[config.mk]
export PLATFORM = sky130hd
export DESIGN_NAME = id_decode_pipe
export DESIGN_NICKNAME = d
export VERILOG_FILES = /design/src/rtl/id_decode_pipe.sv
export SDC_FILE = /design/constraint.sdc
export NUM_CORES = 1
export LEC_CHECK = 0
export CORE_MARGIN = 2
export CORE_UTILIZATION = 29
export DETAILED_ROUTE_END_ITERATION = 6
export SKIP_LAST_GASP = 1
export SYNTH_ARGS = -nofsm -noshare
export SYNTH_HDL_FRONTEND = slang
export SYNTH_SLANG_ARGS = --single-unit
[constraint.sdc]
create_clock -name clk_i -period 3.4 [get_ports clk_i]
set_input_delay 0.68 -clock clk_i [delete_from_list [all_inputs] [get_ports clk_i]]
set_output_delay 0.68 -clock clk_i [all_outputs]
set_load 0.02 [all_outputs]
[src/rtl/id_decode_pipe.sv]
// ============================================================================
// Module  : id_decode_pipe
// Purpose : Registered RISC-V ID/EX stage: decode, load-use bubbles, flush.
// Revision: 1.0 - initial release
// ============================================================================
`default_nettype none

module id_decode_pipe #(
    parameter int XLEN      = 32,
    parameter int HAZARD_EN = 1
) (
    input  logic            clk_i,
    input  logic            rst_i,
    input  logic [31:0]     instr_i,
    input  logic            in_valid_i,
    output logic            in_ready_o,
    input  logic            flush_i,
    input  logic            out_ready_i,
    output logic            out_valid_o,
    output logic            alusrc_o,
    output logic            regwrite_o,
    output logic            branch_o,
    output logic            jump_o,
    output logic            memread_o,
    output logic            memwrite_o,
    output logic            memtoreg_o,
    output logic [1:0]      aluop_o,
    output logic [XLEN-1:0] imm_o,
    output logic [4:0]      rs1_o,
    output logic [4:0]      rs2_o,
    output logic [4:0]      rd_o,
    output logic [2:0]      funct3_o,
    output logic            illegal_o,
    output logic [15:0]     bubble_cnt_o
);

    localparam logic [6:0] OP_R    = 7'b0110011;
    localparam logic [6:0] OP_IALU = 7'b0010011;
    localparam logic [6:0] OP_LW   = 7'b0000011;
    localparam logic [6:0] OP_SW   = 7'b0100011;
    localparam logic [6:0] OP_B    = 7'b1100011;
    localparam logic [6:0] OP_JAL  = 7'b1101111;
    localparam logic [6:0] OP_JALR = 7'b1100111;
    localparam logic [6:0] OP_LUI  = 7'b0110111;

    logic [6:0]  opcode;
    logic [4:0]  in_rs1, in_rs2;
    logic        s;
    logic [31:0] imm_i32, imm_s32, imm_b32, imm_j32, imm_u32;

    assign opcode = instr_i[6:0];
    assign in_rs1 = instr_i[19:15];
    assign in_rs2 = instr_i[24:20];
    assign s      = instr_i[31];

    assign imm_i32 = {{20{s}}, instr_i[31:20]};
    assign imm_s32 = {{20{s}}, instr_i[31:25], instr_i[11:7]};
    assign imm_b32 = {{19{s}}, s, instr_i[7], instr_i[30:25], instr_i[11:8], 1'b0};
    assign imm_j32 = {{11{s}}, s, instr_i[19:12], instr_i[20], instr_i[30:21], 1'b0};
    assign imm_u32 = {instr_i[31:12], 12'b0};

    logic              dec_alusrc, dec_regwrite, dec_branch, dec_jump;
    logic              dec_memread, dec_memwrite, dec_memtoreg, dec_illegal;
    logic [1:0]        dec_aluop;
    logic signed [31:0] dec_imm32;
    logic              use_rs1, use_rs2;

    always_comb begin
        dec_alusrc   = 1'b0;
        dec_regwrite = 1'b0;
        dec_branch   = 1'b0;
        dec_jump     = 1'b0;
        dec_memread  = 1'b0;
        dec_memwrite = 1'b0;
        dec_memtoreg = 1'b0;
        dec_illegal  = 1'b0;
        dec_aluop    = 2'b00;
        dec_imm32    = '0;
        use_rs1      = 1'b0;
        use_rs2      = 1'b0;
        case (opcode)
            OP_R: begin
                dec_regwrite = 1'b1; dec_aluop = 2'b10;
                use_rs1 = 1'b1; use_rs2 = 1'b1;
            end
            OP_IALU: begin
                dec_alusrc = 1'b1; dec_regwrite = 1'b1; dec_aluop = 2'b11;
                dec_imm32 = imm_i32; use_rs1 = 1'b1;
            end
            OP_LW: begin
                dec_alusrc = 1'b1; dec_regwrite = 1'b1;
                dec_memread = 1'b1; dec_memtoreg = 1'b1;
                dec_imm32 = imm_i32; use_rs1 = 1'b1;
            end
            OP_SW: begin
                dec_alusrc = 1'b1; dec_memwrite = 1'b1;
                dec_imm32 = imm_s32; use_rs1 = 1'b1; use_rs2 = 1'b1;
            end
            OP_B: begin
                dec_branch = 1'b1; dec_aluop = 2'b01;
                dec_imm32 = imm_b32; use_rs1 = 1'b1; use_rs2 = 1'b1;
            end
            OP_JAL: begin
                dec_regwrite = 1'b1; dec_jump = 1'b1; dec_imm32 = imm_j32;
            end
            OP_JALR: begin
                dec_alusrc = 1'b1; dec_regwrite = 1'b1; dec_jump = 1'b1;
                dec_imm32 = imm_i32; use_rs1 = 1'b1;
            end
            OP_LUI: begin
                dec_alusrc = 1'b1; dec_regwrite = 1'b1; dec_imm32 = imm_u32;
            end
            default: dec_illegal = 1'b1;
        endcase
    end

    logic stall, hazard, load_bundle, bundle_zero;

    // Only a real in-flight load with a non-x0 target can create a hazard
    assign hazard = (HAZARD_EN != 0) && out_valid_o && memread_o && (rd_o != 5'd0)
                    && in_valid_i
                    && ((use_rs1 && (in_rs1 == rd_o)) || (use_rs2 && (in_rs2 == rd_o)));
    assign stall       = out_valid_o & ~out_ready_i;
    assign in_ready_o  = flush_i | (~stall & ~hazard);
    assign load_bundle = flush_i | (~stall & (hazard | in_valid_i));
    assign bundle_zero = flush_i | hazard;

    always_ff @(posedge clk_i or posedge rst_i) begin
        if (rst_i) begin
            out_valid_o  <= 1'b0;
            alusrc_o     <= 1'b0;
            regwrite_o   <= 1'b0;
            branch_o     <= 1'b0;
            jump_o       <= 1'b0;
            memread_o    <= 1'b0;
            memwrite_o   <= 1'b0;
            memtoreg_o   <= 1'b0;
            illegal_o    <= 1'b0;
            aluop_o      <= 2'b00;
            imm_o        <= '0;
            rs1_o        <= '0;
            rs2_o        <= '0;
            rd_o         <= '0;
            funct3_o     <= '0;
            bubble_cnt_o <= '0;
        end else begin
            if (flush_i)
                out_valid_o <= 1'b0;
            else if (!stall)
                out_valid_o <= in_valid_i & ~hazard;

            if (load_bundle) begin
                alusrc_o   <= dec_alusrc   & ~bundle_zero;
                regwrite_o <= dec_regwrite & ~bundle_zero;
                branch_o   <= dec_branch   & ~bundle_zero;
                jump_o     <= dec_jump     & ~bundle_zero;
                memread_o  <= dec_memread  & ~bundle_zero;
                memwrite_o <= dec_memwrite & ~bundle_zero;
                memtoreg_o <= dec_memtoreg & ~bundle_zero;
                illegal_o  <= dec_illegal  & ~bundle_zero;
                aluop_o    <= bundle_zero ? 2'b00 : dec_aluop;
                imm_o      <= bundle_zero ? '0 : XLEN'(dec_imm32);
                rs1_o      <= bundle_zero ? 5'd0 : in_rs1;
                rs2_o      <= bundle_zero ? 5'd0 : in_rs2;
                rd_o       <= bundle_zero ? 5'd0 : instr_i[11:7];
                funct3_o   <= bundle_zero ? 3'd0 : instr_i[14:12];
            end

            if (!flush_i && !stall && hazard && (bubble_cnt_o != 16'hFFFF))
                bubble_cnt_o <= bubble_cnt_o + 16'd1;
        end
    end

endmodule

`default_nettype wire

* After elaboration in Yosys (flattened, before gate mapping)
Cells that the tools add are included.
** Operators by class
- $add $sub $neg :: 1
- $mul :: 0
- Divide/modulo/power cells :: 0
- Order comparisons :: 0
- Eq/ne operators :: 12
- Shift operators :: 0
- Mux-type cells :: 19
- Bitwise operators :: 19
- Reductions and logical operators :: 20
** Operator list (count)
- $pmux W32 S5 :: 1
- $mux W32 :: 1
- $eq A7 B6 Y1 const B :: 3
- $eq A7 B7 Y1 const B :: 3
- $add A16 B1 Y16 const B :: 1
- $ne A16 B16 Y1 const B :: 1
- $mux W5 :: 3
- $reduce_or A6 Y1 :: 2
- $and A1 B1 Y1 :: 11
- $mux W1 :: 11
- $eq A5 B5 Y1 :: 2
- $logic_and A1 B1 Y1 :: 9
- $reduce_or A8 Y1 :: 1
- $eq A7 B2 Y1 const B :: 1
- $eq A7 B5 Y1 const B :: 1
- $pmux W2 S3 :: 1
- $reduce_or A3 Y1 :: 2
- $reduce_bool A5 Y1 :: 1
- $reduce_or A5 Y1 :: 1
- $not A1 Y1 :: 4
- $or A1 B1 Y1 :: 4
- $mux W3 :: 1
- $logic_not A1 Y1 :: 2
- $mux W2 :: 1
- other kinds (3) :: 3
** Word-level totals
- Register bits after elaboration :: 76
- Latch bits :: 0
- RAM bits :: 0
- ROM bits :: 0
- Input port bits :: 37
- Output and inout bits :: 78
- Word-level logic and storage cells :: 86
- Memories :: 0

* Depth between registers and ports, before layout
- Depth in word-level cells :: 10
- Depth in mapped cells :: 8
- Mapped depth without buffers :: 6

* Worst setup path after synthesis
No wires, ideal clock.
- Kind :: input-to-output
- Start :: in instr_i[2]
- End :: out in_ready_o
- Arrival :: 2050 ps
- Data required time :: 2720 ps
- Setup slack :: 670 ps
- Stages :: 6
- Path buffers :: 2
- Cell sequence :: clkbuf_1 > and4bb_2 > nand4_4 > a21o_1 > clkbuf_1 > a21o_1
** On the way
- Word-level cells in the longest chain between the ends :: 9
- Elaborated cells on any way between the ends :: 17
- Classes of those cells :: eq/ne (6); mux (2); bitwise (3); reduce/logical (6)
** Ends and longest elaborated chain
- start: declaration :: RTL line 14 : input logic [31:0] instr_i,
- $eq A7 B7 Y1 (tied with other cells) :: RTL line 81 : case (opcode)
- $reduce_or A6 Y1 (no line) or $reduce_or A3 Y1 (tied branches)
- $mux W1 :: RTL line 81
- $logic_and A1 B1 Y1 :: RTL line 122 : && ((use_rs1 && (in_rs1 == rd_o)) || (use_rs2 && (in_rs2 == rd_o)));
- $logic_or A1 B1 Y1 (*) :: RTL line 122
- $logic_and A1 B1 Y1 (*) :: RTL line 122
- $not A1 Y1 (*) :: RTL line 124 : assign in_ready_o = flush_i | (~stall & ~hazard);
- $and A1 B1 Y1 (*) :: RTL line 124
- $or A1 B1 Y1 (*) :: RTL line 124
- end: declaration :: RTL line 16 : output logic in_ready_o,
Every way passes the cells marked *; elsewhere a longest branch is shown, timed or not.

* Final worst setup path
- Start :: in instr_i[20]
- End :: out in_ready_o
** On the way
- Word-level cells in the longest chain between the ends :: 7
** Ends and longest elaborated chain (RTL line)
- $eq A5 B5 Y1 :: 122
- $logic_and A1 B1 Y1 :: 122
- $logic_or A1 B1 Y1 :: 122
- $logic_and A1 B1 Y1 :: 122
- $not A1 Y1 :: 124
- $and A1 B1 Y1 :: 124
- $or A1 B1 Y1 :: 124
Every way passes these cells.

==> results.json <==
{
  "outcome": "finished clean",
  "cts_tree": "yes",
  "insertion_delay_ns": 0.33,
  "hold_path_class": "flip-flop to flip-flop",
  "antenna_found_initial": 0,
  "worstPathRequired_ns": 2.72,
  "setup_viol": 0,
  "fin_util_pct": 43.6,
  "cts.clk_slew.worst_paths_ns": 0.06,
  "maxSlewHeadroom_pct": 54.2,
  "path_max_fanout": 2,
  "ir_drop_uv": 213,
  "numCtsBuffers": 9,
  "cp-start-kind": "input pin",
  "drc_errors": 0,
  "first_pass_iters": 5,
  "critical_path_class": "input pin to output port",
  "rows": 41,
  "synth-async-reset-ratio_pct": 100,
  "final_common_cell": "clkdlybuf4s50_1",
  "cts_max_path_buffers": 2,
  "synth.avg_cell_area_sq_um": 10.4,
  "mostFrequentLayoutCells": "113 x clkdlybuf4s50_1, 76 x dfrtp_1, 53 x nand2_1",
  "via_count": 3492,
  "yosys-top-cells-area": "dfrtp_1 50%, xor2_1 5.3%, a32o_1 5.2%, nand2_1 5.2%, o31ai_1 5.1%",
  "synthAdderAreaFrac_pct": 0.327,
  "numPortBuffers": 114,
  "syn2layout_area_growth_pct": 45.4,
  "gp_congestion": 0.919,
  "synth-compound-area-share_pct": 24.3,
  "ys_types": 49,
  "top_layer": "met4",
  "hold_violations": 0,
  "cap_violations": 0,
  "synthSimpleGateAreaFrac_pct": 14.9,
  "fin_crit_sh_pct": 95.0,
  "final_max_slew_viol_count": 0,
  "synth_ff_type": "dfrtp_1",
  "first_global_vias": 3506,
  "muxShareOfSynthArea_pct": 0.817,
  "p_per_area_nw_per_um2": 393,
  "fin_crit_ns": 3.23,
  "globalRouteOverflowTotal": 0,
  "drive_above_1_share_pct": 12.2,
  "synth_top_area_share_pct": 49.7,
  "post_cts_buffers": 0,
  "synth_edf_count": 0,
  "synth_top_family_by_area": "compound AO/OA/AOI/OAI gates",
  "syn_inst": 368,
  "detail-route-antenna-nets": 0,
  "dpl.hpwl_mm": 8.89,
  "p_leak_nw": 2.26,
  "slowest_stage": "clkdlybuf4s50_1",
  "clock_sinks": 76,
  "die_y_um": 119,
  "dpl_worst_slack_ns": -0.0683,
  "dr_wl_met3_um": 763,
  "fmax_mhz": 310,
  "tightest_slew_ns": 0.685,
  "io_pins": 115,
  "cpMostUsedCell": "a21o_1",
  "worst_clock_skew_ns": 0.00865,
  "yosysSeqAreaShare_pct": 49.7,
  "htree_levels": 3,
  "hold_slack_ns": 0.479,
  "route.detailed.wl_per_inst_um": 18.6,
  "via_per_inst": 5.26,
  "cpPeakStageDelay_ns": 0.47,
  "syn_nets": 406,
  "initial_utilization_pct": 30.0,
  "worst_slack_ns": 0.171,
  "cts_root_buf": "clkbuf_16",
  "dieArea_sq_um": 14100,
  "drt_iter0_markers": 260,
  "yosys.area.top_type": "dfrtp_1",
  "die_w_um": 119,
  "cp.buffers_inverters": 2,
  "core_area_sq_um": 12800,
  "crit_chain": "clkdlybuf4s50_1, xor2_1, nor4_4, nand4_4, a21o_1, a21o_1, dlygate4sd2_1",
  "cp.arrival_ns": 2.55,
  "grt_max_degree": 38,
  "track_usage_pct": 17.8,
  "diodes": 0,
  "worst_setup_path_end_kind": "output port",
  "cp_top_family": "buffers and inverters",
  "yosys_warnings": 0,
  "finalWirelength_mm": 12.4,
  "final_nets": 525,
  "synth_xor_area_share_pct": 5.72,
  "rsz0062_at_grt": "no",
  "syn_area_sq_um": 3830,
  "dr_wl_met2_mm": 5.79,
  "wl_met1_mm": 5.63,
  "ys_seq_elements": 76,
  "grt_pass1_wl_mm": 19.8
}
[kinds of logic after synthesis]
kind of cell / Yosys count
simple gates: 109
mux: 3
fa+ha+maj: 1
xor+xnor: 25
flops: 76
buf+inv: 37
compound gates: 117
[synth_stat cells (2+ instances only)]
master and count:
a22oi_1 4, and4_1 4, nand4_1 3, a2111oi_1 3, a32o_1 20, a22o_1 2
o31ai_1 26, inv_1 5, nand2b_1 3, mux2i_1 2, nor3_1 7, o211ai_1 3
xnor2_1 2, and2_1 3, clkbuf_1 19, a31oi_1 2, buf_2 10, a21oi_1 23
dfrtp_1 76, nor2_1 6, nand3_1 17, xor2_1 23, nand2_1 53, a2111oi_2 9
o21ai_0 15, nand3b_1 2, a21o_1 2, a211oi_1 3
[routing by layer]
metal,track usage [%],vias up
met4,4.99,0
met5,0,-
met1,24.5,1735
li1,-,1617
met2,28.1,129
met3,4.02,11
[stage by stage]
step	instances	TNS, ns	total power, mW	instance area [sq um]
4_1_cts	664	0	2.21	5570
3_3_place_gp	648	-0.0653	1.23	5270
3_5_place_dp	648	-0.0683	1.23	5270
2_1_floorplan	368	0	1.08	3830
6_report	664	0	2.19	5570
5_1_grt	664	0	2.27	5570
[tightest hold or removal path, cell delays in order (launching register included)]
cell	delay, ns
dfrtp_1	0.34
nand2_1	0.05
o31ai_1	0.05
[cell type report]
type                            count  area (sq um)
Clock buffer                       12           256
Multi-Input combinational cell    255          1780
Tap cell                          172           215
Sequential cell                    76          1900
Fill cell                        1200          7210
Clock inverter                      4          47.5
Timing Repair Buffer              140          1350
Inverter                            5          20.0
[what timing repair did]
action | in CTS | in global routing
hold buffers | 0 | 0
endpoints found under the setup margin | 1 | 0
resized for setup | 1 | 0
endpoints found under the hold margin | 0 | 0
[flip-flops by register name, summed over array words and instances, names as in the netlist]
name,flops
alusrc_o,1
memwrite_o,1
illegal_o,1
aluop_o,2
branch_o,1
imm_o,32
regwrite_o,1
funct3_o,3
jump_o,1
rd_o,5
memtoreg_o,1
rs1_o,5
bubble_cnt_o,16
rs2_o,5
out_valid_o,1
[worst paths after layout]
path / to / cells past startpoint / startpoint / slack (ns)
worst min register to register: imm_o[30] / 2 / imm_o[30] / 0.48
worst min-delay path: imm_o[30] / 2 / imm_o[30] / 0.48
max in group asynchronous: imm_o[6] / 3 / rst_i / 1.90
worst max register to register: bubble_cnt_o[1] / 6 / rd_o[3] / 1.11
min in group asynchronous: bubble_cnt_o[10] / 2 / rst_i / 0.73
worst max-delay path: in_ready_o / 7 / instr_i[20] / 0.17
[report_power, final]
| group | switching [mW] | internal [mW] | total [mW] |
|---|---|---|---|
| combinational | 0.157 | 0.119 | 0.275 |
| sequential | 0.0156 | 0.924 | 0.939 |
| clock | 0.366 | 0.606 | 0.972 |
Note: power is estimated with default switching activity, not from simulation.
